===== src/rtl/sw_debounce.sv =====
// -----------------------------------------------------------------------------
// sw_debounce
//   Per-channel conditioner for slide switches and push-buttons. Each raw
//   switch level is brought into the Clk domain through a two-flop
//   synchroniser. A per-channel stability counter then qualifies every new
//   level. Once a level is accepted the block drives a clean registered level
//   and a one-cycle rise or fall pulse.
//
// Parameters
//   WIDTH          number of independent channels
//   STABLE_CYCLES  consecutive synchronised samples needed to accept a level
//                  (legal range 2 .. 2**CNT_W-1)
//   CNT_W          width of each channel's stability counter
//
// Ports
//   Clk    in   1      system clock, rising edge
//   Reset  in   1      asynchronous, active-high reset
//   SW     in   WIDTH  raw, asynchronous switch levels
//   Q      out  WIDTH  debounced level (registered)
//   Rise   out  WIDTH  one-cycle pulse when Q goes 0->1 (registered)
//   Fall   out  WIDTH  one-cycle pulse when Q goes 1->0 (registered)
//   Busy   out  WIDTH  channel is qualifying a candidate level
//   Tog    out  WIDTH  toggle-per-press register
//
// Build option
//   SW_DEBOUNCE_TOGGLE_EN  when defined, Tog[i] inverts on every Rise[i].
//                          When undefined, Tog is tied to 0 and has no flops.
// -----------------------------------------------------------------------------
module sw_debounce #(
    parameter int WIDTH         = 2,
    parameter int STABLE_CYCLES = 50000,
    parameter int CNT_W         = 16
) (
    input  logic             Clk,
    input  logic             Reset,
    input  logic [WIDTH-1:0] SW,
    output logic [WIDTH-1:0] Q,
    output logic [WIDTH-1:0] Rise,
    output logic [WIDTH-1:0] Fall,
    output logic [WIDTH-1:0] Busy,
    output logic [WIDTH-1:0] Tog
);

    // The counter stops at STABLE_CYCLES-1 and never wraps, so
    // STABLE_CYCLES itself only has to fit in CNT_W bits.
    if ((STABLE_CYCLES < 2) ||
        (longint'(STABLE_CYCLES) > ((longint'(1) << CNT_W) - 1))) begin : g_bad_param
        $error("sw_debounce: STABLE_CYCLES=%0d out of range for CNT_W=%0d",
               STABLE_CYCLES, CNT_W);
    end

    localparam logic [CNT_W-1:0] CNT_ONE  = CNT_W'(1);
    localparam logic [CNT_W-1:0] CNT_LAST = CNT_W'(STABLE_CYCLES - 1);

    typedef enum logic [1:0] {
        STABLE0 = 2'd0,
        ARM1    = 2'd1,
        STABLE1 = 2'd2,
        ARM0    = 2'd3
    } state_t;

    // ---- stage p0/p1: two-flop synchroniser, SW -> m -> s ----
    logic [WIDTH-1:0] m_p0;
    logic [WIDTH-1:0] s_p1;

    always_ff @(posedge Clk or posedge Reset) begin
        if (Reset) begin
            m_p0 <= '0;
            s_p1 <= '0;
        end else begin
            m_p0 <= SW;
            s_p1 <= m_p0;
        end
    end

    // ---- stage p2: per-channel qualification FSM and registered outputs ----
    for (genvar i = 0; i < WIDTH; i++) begin : g_ch
        state_t           state_p2, state_nxt;
        logic [CNT_W-1:0] cnt_p2, cnt_nxt;
        logic             q_p2, q_nxt;
        logic             rise_p2, rise_nxt;
        logic             fall_p2, fall_nxt;

        always_ff @(posedge Clk or posedge Reset) begin
            if (Reset) begin
                state_p2 <= STABLE0;
                cnt_p2   <= '0;
                q_p2     <= 1'b0;
                rise_p2  <= 1'b0;
                fall_p2  <= 1'b0;
            end else begin
                state_p2 <= state_nxt;
                cnt_p2   <= cnt_nxt;
                q_p2     <= q_nxt;
                rise_p2  <= rise_nxt;
                fall_p2  <= fall_nxt;
            end
        end

        // A return to the old level before the commit drops straight back
        // to the stable state, so the next attempt restarts from cnt=1.
        always_comb begin
            state_nxt = state_p2;
            cnt_nxt   = cnt_p2;
            q_nxt     = q_p2;
            rise_nxt  = 1'b0;
            fall_nxt  = 1'b0;
            case (state_p2)
                STABLE0: begin
                    if (s_p1[i]) begin
                        state_nxt = ARM1;
                        cnt_nxt   = CNT_ONE;
                    end else begin
                        cnt_nxt   = '0;
                    end
                end
                ARM1: begin
                    if (!s_p1[i]) begin
                        state_nxt = STABLE0;
                        cnt_nxt   = '0;
                    end else if (cnt_p2 == CNT_LAST) begin
                        state_nxt = STABLE1;
                        cnt_nxt   = '0;
                        q_nxt     = 1'b1;
                        rise_nxt  = 1'b1;
                    end else begin
                        cnt_nxt   = cnt_p2 + CNT_ONE;
                    end
                end
                STABLE1: begin
                    if (!s_p1[i]) begin
                        state_nxt = ARM0;
                        cnt_nxt   = CNT_ONE;
                    end else begin
                        cnt_nxt   = '0;
                    end
                end
                ARM0: begin
                    if (s_p1[i]) begin
                        state_nxt = STABLE1;
                        cnt_nxt   = '0;
                    end else if (cnt_p2 == CNT_LAST) begin
                        state_nxt = STABLE0;
                        cnt_nxt   = '0;
                        q_nxt     = 1'b0;
                        fall_nxt  = 1'b1;
                    end else begin
                        cnt_nxt   = cnt_p2 + CNT_ONE;
                    end
                end
                default: begin
                    state_nxt = STABLE0;
                    cnt_nxt   = '0;
                end
            endcase
        end

        assign Q[i]    = q_p2;
        assign Rise[i] = rise_p2;
        assign Fall[i] = fall_p2;
        // Decoded from the state register only; no path from SW.
        assign Busy[i] = (state_p2 == ARM1) || (state_p2 == ARM0);

`ifdef SW_DEBOUNCE_TOGGLE_EN
        // ---- stage p3: toggle register, flips the cycle after each Rise ----
        logic tog_p3;

        always_ff @(posedge Clk or posedge Reset) begin
            if (Reset) begin
                tog_p3 <= 1'b0;
            end else if (rise_p2) begin
                tog_p3 <= ~tog_p3;
            end
        end

        assign Tog[i] = tog_p3;
`else
        assign Tog[i] = 1'b0;
`endif
    end

endmodule

===== config.mk =====
export PLATFORM = sky130hd
export DESIGN_NAME = sw_debounce
export DESIGN_NICKNAME = d
export VERILOG_FILES = /design/src/rtl/sw_debounce.sv
export SDC_FILE = /design/constraint.sdc
export NUM_CORES = 1
export LEC_CHECK = 0
export CORE_UTILIZATION = 35
export DETAILED_ROUTE_END_ITERATION = 8
export HOLD_SLACK_MARGIN = 0.15
export PLACE_DENSITY = 0.5
export SYNTH_ARGS = -nofsm -noshare
export SYNTH_HDL_FRONTEND = slang
export SYNTH_SLANG_ARGS = --single-unit

===== constraint.sdc =====
create_clock -name Clk -period 5.9 [get_ports Clk]
set_input_delay 1.77 -clock Clk [delete_from_list [all_inputs] [get_ports Clk]]
set_output_delay 1.77 -clock Clk [all_outputs]
set_load 0.01 [all_outputs]

==> metrics.yaml, run 1 <==
hold_path:
  hp-start: "m_p0[0]"
  hold_path.class: "reg -> reg"
  hold_path_depth: 0
  hold_path_end: "s_p1[0]"
timing:
  finalMaxSlewViolations: 0
  period_needed_ps: 3030
  final-setup-viol-count: 0
  hold_violations: 0
  setup_ws_ps: 2870
  fmax_mhz: 330
  fin_setup_tns_ps: 0
  final.period_utilization_pct: 51.3
  worst-slew-pin-transition_ps: 932
  worst_slew_margin_rel_pct: 37.8
  finalClockSkew_ps: 4.37
  rsz0062_at_grt: "false"
  whs_ps: 361
cells_and_area:
  layout.core_utilization_pct: 40.4
  ff_latch_area_sq_um: 1150
  layout.nets: 222
  num-fill-cells: 579
  area_growth_pct: 10.2
  multiInputGateArea_sq_um: 912
  antennaDiodeCount: 0
  final_layout_size_suffix_gt1_share_pct: 8.29
setup_path:
  cp-start-kind: "register"
  worstPathRequired_ps: 4130
  r2r_start: "g_ch[1].cnt_p2[5]"
  slowest_delay_ps: 560
  rrSetupSlack_ps: 3680
  critPathBufInv: 1
  worstPathCellList: "clkdlybuf4s50_1"
  crit_slowest_cell: "clkdlybuf4s50_1"
  path_class: "reg -> out"
  cpLargestDelayFamily: "buffers and inverters"
  rr_endpoint: "g_ch[1].cnt_p2[8]"
  cp-end-kind: "output pin"
  critPathMaxFanout: 5
  arrival_ps: 1260
  worstRegToRegCells: 4
synthesis:
  synth_common_cells: "46 x dfrtp_1, 30 x nor2_1, 19 x xnor2_1"
  syn-mean-instance-area_sq_um: 10.4
  synth_ff_type: "dfrtp_1"
  synth_edf_count: 0
  async_flop_share_pct: 100
  synth_area_leaders: "dfrtp_1 52%, xnor2_1 7.6%, nor2_1 5.1%, xor2_1 3.2%, nand4_1 3.1%"
  synth_top_area_share_pct: 52.5
  ys_types: 40
  synth_cells: 211
  yosysMostFrequentCell: "dfrtp_1"
  yosysWarnings: 0
  yosysTopAreaCell: "dfrtp_1"
  netlist_area_sq_um: 2190
  yosysSeqAreaShare_pct: 52.5
  ys_seq_elements: 46
floorplanning:
  die_x_um: 81.2
  io_pins: 14
  core_sq_um: 5990
  initial_core_util_pct: 36.6
  die_h_um: 81.2
  die_area_sq_um: 6590
  rows: 28
routing:
  vias: 1433
  routed_wl_mm: 3.67
  wl_per_cell_um: 12.6
  drt_iter0_drc: 51
  drc_errors: 0
  vias_per_cell: 4.91
  first_pass_iters: 4
  ant_nets: 0
status:
  status: "completed"
place:
  gp_congestion: 0.725
  port_buffers: 11
  hpwl_mm: 2.45
  place_ws_ps: 2880
clocking:
  cts-resized-gates: 0
  post_cts_buffers: 0
  h-tree-depth: 2
  clk_path_buf_depth: 2
  cts_num_sinks: 46
  cts_root_buffer: "clkbuf_8"
  cts_made_buffers: 5
  clkTransAtPathRegs_ps: 90
  clk_latency_ps: 290
  cts_tree: "built"
  ctsHoldBuffers: 0
global_route:
  grtUsageTotal_pct: 13.2
  overflow: 0
  first_global_vias: 1449
  antenna_found_initial: 0
  grt_start_max_net_pins: 47
  grt_pass1_wl_mm: 6.63
job:
  cap_violations: 0
power:
  powerDensity_nw_per_um2: 239
  power_mw: 0.577
  leakage_nw: 0.959
  ir_drop_uv: 104
==> cell type report <==
type / count / share of cell area [%]
sequential: 46 / 47.6
multi-input combinational: 142 / 37.7
timing repair buffer: 11 / 4.55
tap: 75 / 3.88
clock buffer: 5 / 2.85
clock inverter: 3 / 1.81
inverter: 10 / 1.55
==> report_power, final <==
part           leakage, nW  internal (mW)  switching [mW]
clock network       0.0585          0.127           0.108
logic                0.276        0.00619          0.0135
registers            0.624          0.319         0.00379
==> flip-flops by register name (all words and copies together), names as in the netlist, named ones only <==
| signal | flops |
|---|---|
| g_ch.cnt_p2 | 32 |
| s_p1 | 2 |
| m_p0 | 2 |
| g_ch.fall_p2 | 2 |
| g_ch.q_p2 | 2 |
| g_ch.state_p2 | 2 |
| g_ch.rise_p2 | 2 |
==> cells in the final DEF, fill, tap and decap left out, drive strengths merged, types with 7 or more instances in the layout <==
cell / synthesis / layout
clkdlybuf4s50: 0 / 11
xnor2: 19 / 19
nor3: 8 / 8
xor2: 8 / 8
nor2: 30 / 30
nand3: 9 / 9
dfrtp: 46 / 46
nor4: 7 / 7
inv: 10 / 11
nand2: 9 / 9
nand4: 11 / 11
==> per-layer routing <==
| layer | up-vias | part of all wire [%] | GRT usage, % |
|---|---|---|---|
| li1 | 723 | - | - |
| met1 | 684 | 49 | 17.0 |
| met2 | 24 | 47 | 21.4 |
| met3 | 2 | 3.6 | 3.37 |
| met4 | 0 | 0.68 | 4.46 |
| met5 | - | 0 | 0 |
==> through the flow <==
stage	cells	cell area (sq um)
after floorplan	212	2200
after global placement	284	2300
after detailed placement	284	2300
after CTS	292	2420
after global routing	292	2420
final	292	2420
==> cell families after synthesis <==
kind of cell | after synthesis | synth area share (%)
compound gates | 12 | 3.25
flops | 46 | 52.5
other cells | 1 | 0.171
mux | 2 | 1.14
xor+xnor | 27 | 10.8
buf+inv | 24 | 6.10
fa+ha+maj | 2 | 1.14
simple gates | 97 | 24.9
==> worst max-delay path by stage <==
| stage | endpoint | depth (start not counted) | slack [ps] | start |
|---|---|---|---|---|
| 4_1_cts | Busy[1] | 1 | 2850 | g_ch[1].state_p2[0] |
| 6_report | Busy[1] | 1 | 2870 | g_ch[1].state_p2[0] |
| 2_1_floorplan | asynchronous set/reset pin | 1 | 3040 | Reset |
| 3_3_place_gp | g_ch[1].cnt_p2[5] | 2 | 2890 | Reset |
| 5_1_grt | Busy[1] | 1 | 2800 | g_ch[1].state_p2[0] |
| 3_5_place_dp | g_ch[1].cnt_p2[13] | 2 | 2880 | Reset |
Note: power is estimated with default switching activity, not from simulation.
==> run 2: changes to the inputs <==
--- a/config.mk
+++ b/config.mk
@@ -8,7 +8,7 @@
 export CORE_UTILIZATION = 35
 export DETAILED_ROUTE_END_ITERATION = 8
 export HOLD_SLACK_MARGIN = 0.15
-export PLACE_DENSITY = 0.5
+export PLACE_DENSITY = 0.52
 export SYNTH_ARGS = -nofsm -noshare
 export SYNTH_HDL_FRONTEND = slang
 export SYNTH_SLANG_ARGS = --single-unit
==> constraint.sdc (replaced) <==
create_clock -name Clk -period 2.5 [get_ports Clk]
set_input_delay 0.75 -clock Clk [delete_from_list [all_inputs] [get_ports Clk]]
set_output_delay 0.75 -clock Clk [all_outputs]
set_load 0.01 [all_outputs]
==> run 2 against run 1 <==
  * Global-route usage fell by 0.13 points
  * Cell count rose by 1.4%
  * Sequential share of layout area fell by 0.68 points
  * Worst setup slack got worse by 2400 ps
  * Largest power group unchanged
==> metrics.yaml, run 2 (same netlist as run 1, synthesis figures left out) <==
routing:
  vias_per_cell: 4.96  # +0.99%
  vias: 1467  # +2.4%
  wl_per_cell_um: 12.6  # +0.42%
  routed_wl_mm: 3.73  # +1.8%
  drt_iter0_drc: 61  # +20%
  first_pass_iters: 4  # unchanged
  drc_errors: 0  # unchanged
  ant_nets: 0  # unchanged
hold_path:
  hold_path.class: "reg -> reg"
setup_path:
  r2r_start: "g_ch[1].cnt_p2[5]"
  critPathCapture: "g_ch[1].cnt_p2[8]"
  worstRegToRegCells: 5  # +1
  rrSetupSlack_ps: 480  # -3200 ps
  cp-end-kind: "register"
  worstPathRequired_ps: 2680  # -1450 ps
  startpoint: "g_ch[1].cnt_p2[5]"
  rr_endpoint: "g_ch[1].cnt_p2[8]"
  cp-start-kind: "register"
  arrival_ps: 2200  # +940 ps
  critPathMaxFanout: 15  # +10
  path_class: "reg -> reg"
floorplanning:
  die_area_sq_um: 6590  # unchanged
  die_h_um: 81.2  # unchanged
  die_x_um: 81.2  # unchanged
  core_sq_um: 5990  # unchanged
  rows: 28  # unchanged
  io_pins: 14  # unchanged
  initial_core_util_pct: 36.6  # unchanged
global_route:
  overflow: 0  # unchanged
  grt_start_max_net_pins: 47  # unchanged
  grt_pass1_wl_mm: 6.62  # -0.20%
  antenna_found_initial: 0  # unchanged
  first_global_vias: 1506  # +3.9%
  grtUsageTotal_pct: 13.1  # -0.13 points
timing:
  fmax_mhz: 495
  finalMaxSlewViolations: 0  # unchanged
  finalClockSkew_ps: 9.76  # +5.39 ps
  setup_ws_ps: 478  # -2390 ps
  fin_setup_tns_ps: 0  # unchanged
  final-setup-viol-count: 0  # unchanged
  period_needed_ps: 2020
  final.period_utilization_pct: 80.9
  rsz0062_at_grt: "false"
  hold_violations: 0  # unchanged
cells_and_area:
  final_common_cell: "dfrtp_1"
  largest_register_ffs: 32  # unchanged
  layout.nets: 226  # +1.8%
  top_register: "g_ch.cnt_p2"
  final_cell_mix: "46 x dfrtp_1, 30 x nor2_1, 19 x xnor2_1, 11 x nand4_1, 11 x clkdlybuf4s50_1"
  final_layout_size_suffix_gt1_share_pct: 9.95  # +1.7 points
  stdcell_count: 296  # +1.4%
  antennaDiodeCount: 0  # unchanged
  layout.core_utilization_pct: 40.9  # +0.58 points
  area_growth_pct: 11.8
power:
  powerDensity_nw_per_um2: 540  # +130%
  ir_drop_uv: 350  # +240%
  power_mw: 1.32  # +130%
  leakage_nw: 0.977  # +2.0%
clocking:
  cts_tree: "built"
  cts-resized-gates: 0  # unchanged
  cts_root_buffer: "clkbuf_8"
  clk_latency_ps: 300  # about the same
  post_cts_buffers: 0  # unchanged
  clk_path_buf_depth: 2  # unchanged
  cts_num_sinks: 46  # unchanged
  cts_made_buffers: 5  # unchanged
  clkTransAtPathRegs_ps: 90  # about the same
  ctsHoldBuffers: 0  # unchanged
  h-tree-depth: 2  # unchanged
place:
  place_ws_ps: 468  # -2420 ps
  dp_cells: 288  # +1.4%
  gp_congestion: 0.750  # +3.4%
  hpwl_mm: 2.58  # +5.6%
  port_buffers: 11  # unchanged
job:
  cap_violations: 0  # unchanged
status:
  status: "completed"
## run 2: worst min-delay path by stage
stage                          to  startpoint  slack (ps)  cells past startpoint
after global placement    s_p1[0]     m_p0[0]         330                      0
after detailed placement  s_p1[0]     m_p0[0]         340                      0
after floorplan           s_p1[0]     m_p0[0]         330                      0
after global routing      s_p1[0]     m_p0[0]         370                      0
final                     s_p1[0]     m_p0[0]         360                      0
after CTS                 s_p1[0]     m_p0[0]         360                      0
## run 2: per-stage QoR
stage	cell area (sq um)	hold WS (ps)
global route	2450	373
global placement	2350	333
floorplan	2200	331
finish	2450	357
detailed placement	2350	343
CTS	2450	364
## run 2: routing by layer
layer | vias to the layer above | GRT usage [%] | part of all wire [%]
met3 | 5 | 3.15 | 3.0
met4 | 0 | 4.82 | 1.1
li1 | 735 | - | -
met5 | - | 0 | 0
met2 | 26 | 22.4 | 49
met1 | 701 | 15.8 | 47
## run 2: cell type report
class / count / area, sq um
fillers: 594 / 3540
flip-flops and latches: 46 / 1150
multi-input cells: 142 / 912
repair buffers: 15 / 153
clock buffers: 7 / 96.3
well taps: 75 / 93.8
inverters: 10 / 37.5
clock inverters: 1 / 8.76
## run 2: power by group
group	switching [mW]	internal [mW]	leakage [nW]
Combinational	0.0333	0.0210	0.299
Clock	0.255	0.254	0.0544
Sequential	0.00923	0.752	0.624
## run 2: worst max-delay path, stage by stage (launching register included)
cell,delay [ps]
dfrtp_1,460
or4_4,540
nor4_1,460
or3b_1,180
buf_4,200
nor2_1,70
